$ cat config.mk
export PLATFORM = sky130hd
export DESIGN_NAME = pisa_sequencer
export DESIGN_NICKNAME = d
export VERILOG_FILES = /design/src/rtl/pisa_sequencer.sv
export SDC_FILE = /design/constraint.sdc
export NUM_CORES = 1
export LEC_CHECK = 0
export ABC_AREA = 0
export BUFFER_PORTS_ARGS = -buffer_cell sky130_fd_sc_hd__buf_2
export CAP_MARGIN = 20
export CORE_MARGIN = 1
export CORE_UTILIZATION = 30
export DETAILED_ROUTE_END_ITERATION = 8
export GPL_TIMING_DRIVEN = 0
export PLACE_DENSITY = 0.52
export SETUP_SLACK_MARGIN = 0.15
export SLEW_MARGIN = 20
export SYNTH_ARGS = -nofsm -noshare
export SYNTH_HDL_FRONTEND = slang
export SYNTH_SLANG_ARGS = --single-unit
export TNS_END_PERCENT = 5
$ cat constraint.sdc
create_clock -name clk -period 6.02 [get_ports clk]
set_input_delay 0.301 -clock clk [delete_from_list [all_inputs] [get_ports clk]]
set_output_delay 0.301 -clock clk [all_outputs]
set_load 0.05 [all_outputs]
$ cat src/rtl/pisa_sequencer.sv
// -----------------------------------------------------------------------------
// pisa_sequencer
//   Multi-cycle instruction sequencer for the PISA core. Owns the program
//   counter and walks each instruction through FETCH -> DECODE -> EXECUTE ->
//   (MEM) -> (WRITEBACK). The CU gets one DECODE cycle to settle. Branch
//   outcomes come from the ALU flags sampled in EXECUTE. A CU halt parks the
//   core in HALT until reset.
//
// Ports
//   clk, rst_n        core clock (rising edge), asynchronous active-low reset
//   imem_req/addr/ack instruction fetch handshake; imem_addr is always pc
//   ir_load           one-cycle pulse telling the datapath to latch IR
//   halt              CU halt request (hlt or illegal opcode)
//   wr_src, wm_src    CU register / memory write sources (0 = none, wr_src 3 = load)
//   jmp_src, jmp_cond CU jump source (0 = no jump) and condition code
//   alu_zero, alu_neg ALU flags used for conditional jumps
//   jmp_target        resolved jump target from the datapath
//   dmem_req/we/ack   data memory handshake (we: 1 store, 0 load)
//   reg_we            register file write enable
//   retire            one-cycle pulse when an instruction completes
//   halted            core is parked in HALT
//   pc                current program counter
// -----------------------------------------------------------------------------
module pisa_sequencer #(
  parameter int                ADDR_W      = 32,
  parameter int                INSTR_BYTES = 4,
  parameter logic [ADDR_W-1:0] RESET_PC    = '0
) (
  input  logic              clk,
  input  logic              rst_n,
  output logic              imem_req,
  output logic [ADDR_W-1:0] imem_addr,
  input  logic              imem_ack,
  output logic              ir_load,
  input  logic              halt,
  input  logic [2:0]        wr_src,
  input  logic [1:0]        wm_src,
  input  logic [1:0]        jmp_src,
  input  logic [2:0]        jmp_cond,
  input  logic              alu_zero,
  input  logic              alu_neg,
  input  logic [ADDR_W-1:0] jmp_target,
  output logic              dmem_req,
  output logic              dmem_we,
  input  logic              dmem_ack,
  output logic              reg_we,
  output logic              retire,
  output logic              halted,
  output logic [ADDR_W-1:0] pc
);

  typedef enum logic [2:0] {
    S_FETCH     = 3'd0,
    S_DECODE    = 3'd1,
    S_EXECUTE   = 3'd2,
    S_MEM       = 3'd3,
    S_WRITEBACK = 3'd4,
    S_HALT      = 3'd5
  } state_e;

  state_e            state_q, state_d;
  logic [ADDR_W-1:0] pc_q, pc_d;
  logic              taken_q, taken_d;
  // run_q keeps every request low while reset is held and for the first
  // edge after release, so the first fetch appears one cycle after release.
  logic              run_q, run_d;

  logic [ADDR_W-1:0] pc_seq;
  logic              taken_now;
  logic              is_store;

  function automatic logic cond_met(input logic [2:0] code,
                                    input logic       zero,
                                    input logic       neg);
    logic met;
    met = 1'b0;
    case (code)
      3'b000:  met = 1'b1;
      3'b010:  met = zero;
      3'b011:  met = ~zero;
      3'b100:  met = neg;
      3'b101:  met = ~neg;
      default: met = 1'b0;
    endcase
    return met;
  endfunction

  assign pc_seq    = pc_q + ADDR_W'(INSTR_BYTES);
  assign taken_now = (jmp_src != 2'd0) && cond_met(jmp_cond, alu_zero, alu_neg);
  assign is_store  = (wm_src != 2'd0);

  assign pc        = pc_q;
  assign imem_addr = pc_q;

  always_ff @(posedge clk or negedge rst_n) begin
    if (!rst_n) begin
      state_q <= S_FETCH;
      pc_q    <= RESET_PC;
      taken_q <= 1'b0;
      run_q   <= 1'b0;
    end else begin
      state_q <= state_d;
      pc_q    <= pc_d;
      taken_q <= taken_d;
      run_q   <= run_d;
    end
  end

  always_comb begin
    state_d  = state_q;
    pc_d     = pc_q;
    taken_d  = taken_q;
    run_d    = 1'b1;
    imem_req = 1'b0;
    ir_load  = 1'b0;
    dmem_req = 1'b0;
    dmem_we  = 1'b0;
    reg_we   = 1'b0;
    retire   = 1'b0;
    halted   = 1'b0;

    case (state_q)
      S_FETCH: begin
        if (run_q) begin
          imem_req = 1'b1;
          if (imem_ack) begin
            ir_load = 1'b1;
            state_d = S_DECODE;
          end
        end
      end

      S_DECODE: begin
        state_d = halt ? S_HALT : S_EXECUTE;
      end

      S_EXECUTE: begin
        taken_d = taken_now;
        if (is_store || (wr_src == 3'd3)) begin
          state_d = S_MEM;
        end else if (wr_src != 3'd0) begin
          state_d = S_WRITEBACK;
        end else begin
          // Pure jump / no-op: retires here, so use the fresh decision
          // rather than the registered copy.
          state_d = S_FETCH;
          retire  = 1'b1;
          pc_d    = taken_now ? jmp_target : pc_seq;
        end
      end

      S_MEM: begin
        dmem_req = 1'b1;
        dmem_we  = is_store;
        if (dmem_ack) begin
          if (is_store) begin
            state_d = S_FETCH;
            retire  = 1'b1;
            pc_d    = taken_q ? jmp_target : pc_seq;
          end else begin
            state_d = S_WRITEBACK;
          end
        end
      end

      S_WRITEBACK: begin
        reg_we  = 1'b1;
        retire  = 1'b1;
        state_d = S_FETCH;
        pc_d    = taken_q ? jmp_target : pc_seq;
      end

      S_HALT: begin
        halted = 1'b1;
      end

      default: begin
        state_d = S_FETCH;
      end
    endcase
  end

endmodule

==> out/results.txt <==
wire length on met1: 3.69 mm
CP arrival: 2500 ps
R2R Setup Slk: 3480 ps
wire length per cell: 15.1 um
Worst-Skew Late Latency: 300 ps
Worst Path Max Fanout: 10
first-pass GRT wire length: 12.6 mm
final period demand of the worst path: 2800 ps
hold_buf cts: 0
FF+latch count, synth: 37
initial core utilization: 30.7%
Detailed Place HPWL: 6.13 mm
RSZ-0062 raised after global routing: false
CTS HTree Levels: 2
R2R cell count: 8
Critical R2R Launch: imem_addr[2]$_DFFE_PN0P_
syn_area_per_cell: 8.57 um^2
Final ANT Viol Nets: 0
die width: 96.3 um
via count: 2,819
Vias/cell: 5.16
number of I/O pins: 120
TritonRoute pass-1 iters: 4
async set-reset flop share out of synthesis: 100%
port buffer count: 119
Setup crit start: state_q[0]$_DFFE_PN0P_
total CTS buffers: 5
Met2 Wirelength: 3.92 mm
wirelength, routed: 8.24 mm
Hold Path Class: input port to async pin
Cell Area, Synth: 0.00267 mm^2
CP endpoint: retire
Max VDD drop: 303 uV
post-CTS sizing: 0
Max Cap Violations: 0
Core Area: 0.00868 mm^2
WL met3: 524 um
DR DRC count: 0
Setup Skew: 14.8 ps
cells after synthesis: 311
largest net degree at the start of global routing: 38
area of the die: 0.00927 mm^2
syn nets: 361
share of layout cells above drive strength 1: 41.1%
TNS Setup: 0 ps
post-CTS setup buffers: 0
vias in the first global route: 2,448
CP Launch Type: flip-flop
global router's overall resource usage: 18.0%
worst-margin pin slew: 915 ps
CTS tree: yes
Final Hold Viols: 0
antenna violations before repair: 0
Top FF cell, synth: dfrtp_1
register area share after synthesis: 34.7%
total power: 2.34 mW
root buffer cell: clkbuf_8
WS Path Type: flip-flop to output pin
post-layout net count: 487
synth-to-layout area growth: 31.9%
data required time of the worst path: 5720 ps
Distinct cells, synth: 59
Slew Viols, Final: 0
Leak: 1.70 nW
Max clock buf depth: 2
# diodes: 0
Max Used Layer: met4
CTS sink cnt: 37
Clk pin slew, worst setup/hold paths: 80 ps
Worst setup EP type: output pin
Post-synth EDFFs: 0
Iter 0 DRT Violations: 153
synth warn: 0
fin crit share: 46.5%
Die Y: 96.3 um
Reg-to-Reg End: imem_addr[22]$_DFFE_PN0P_
normalized max-slew margin: 39.0%
Final Setup Violations: 0
total grt overflow: 0
Rows: 34
status: complete, no violations
RePlAce Congestion: 0.830
pwr dens: 666 mW/mm^2
fmax: 0.357 GHz
==> through the flow <==
step | area, um^2 | instances | utilization [%] | worst slack, ps | hold slack [ps]
after detailed placement | 3400 | 538 | 39.1 | 3510 | 498
after CTS | 3520 | 546 | 40.5 | 3190 | 178
after global routing | 3520 | 546 | 40.5 | 2980 | 215
after global placement | 3400 | 538 | 39.1 | 3550 | 495
after floorplan | 2670 | 311 | - | 2810 | 5.41
final | 3520 | 546 | 40.5 | 3220 | 132
==> where the power goes <==
part,switching (mW),internal [mW]
clock,0.102,0.135
combinational,1.13,0.452
sequential,0.161,0.359
total,1.40,0.946
==> routing by layer <==
layer,up-vias,global-route usage (%)
li1,1366,-
met1,1351,23.8
met2,93,29.3
met3,9,3.79
met4,0,5.60
met5,-,0
==> critical path: stages (launching register included) <==
cell and delay (ps):
dfrtp_1 390, buf_1 350, nand2_1 90, nor3_1 190, a311oi_2 110, inv_2 180, clkbuf_1 510, buf_2 380
==> worst min path at each step <==
stage	depth (start not counted)	to	slack, ps	start
after floorplan	0	imem_addr[0]$_DFFE_PN0P_	5	rst_n
after global placement	1	imem_addr[1]$_DFFE_PN0P_	500	rst_n
after detailed placement	1	imem_addr[1]$_DFFE_PN0P_	500	rst_n
after CTS	1	imem_addr[19]$_DFFE_PN0P_	180	rst_n
after global routing	1	imem_addr[19]$_DFFE_PN0P_	220	rst_n
final	1	imem_addr[1]$_DFFE_PN0P_	130	rst_n
==> cells by family (layout without fill, tap and decap cells) <==
family                   Yosys count  count (layout)  share of synthesized area, %
XOR/XNOR                           1               1                         0.329
adder cells (fa/ha/maj)            1               1                         0.469
other                              1               1                         0.141
multiplexers                      21              21                          8.12
flip-flops                        37              37                          34.7
AND/OR/NAND/NOR                  108             108                          21.7
AO/OA/AOI/OAI                     80              80                          20.4
buffers and inverters             62             189                          14.1
==> layout by cell type (no fill, tap or decap), types with 4 or more instances in the layout <==
cell type	n
buf_2	126
dfrtp_1	37
buf_4	34
nand2_1	31
a21oi_1	19
nand3_1	18
mux2i_1	16
nor2_1	15
inv_1	12
o21ai_0	11
a2bb2oi_1	7
nand4_1	7
a22oi_1	7
o22ai_1	6
clkbuf_8	6
nor3_1	5
clkbuf_1	5
o21ai_1	5
and4_1	5
mux2_1	4
o22a_1	4
==> cells in the mapped netlist, types with 2 or more instances <==
master	count	area share (%)
dfrtp_1	37	35
buf_4	34	9.6
nand2_1	31	4.4
a21oi_1	19	3.6
nand3_1	18	3.4
mux2i_1	16	6.0
nor2_1	15	2.1
inv_1	12	1.7
o21ai_0	11	2.1
a22oi_1	7	2.0
a2bb2oi_1	7	2.3
buf_2	7	1.3
nand4_1	7	1.6
o22ai_1	6	1.4
and4_1	5	1.6
clkbuf_1	5	0.70
nor3_1	5	0.94
o21ai_1	5	0.94
mux2_1	4	1.7
o22a_1	4	1.3
and3_1	3	0.70
nand2b_1	3	0.70
o221ai_1	3	0.99
or4_1	3	0.84
a21o_1	2	0.56
a221oi_1	2	0.66
a31oi_1	2	0.47
inv_2	2	0.28
nor3b_1	2	0.56
nor4_1	2	0.47
o211ai_1	2	0.56
o2bb2a_1	2	0.75
or3_1	2	0.47
==> area by class of cell <==
| cell class | count | area [um^2] |
|---|---|---|
| fillers | 931 | 5160 |
| multi-input cells | 212 | 1360 |
| flip-flops and latches | 37 | 926 |
| repair buffers | 119 | 596 |
| plain buffers | 48 | 324 |
| well taps | 108 | 135 |
| clock buffers | 6 | 82.6 |
| inverters | 14 | 52.6 |
| clock inverters | 2 | 37.5 |
==> flip-flops by register name, summed over array words and instances, names as in the netlist <==
register   flops
state_q        3
taken_q        1
imem_addr     32
run_q          1
Note: power is estimated with default switching activity, not from simulation.
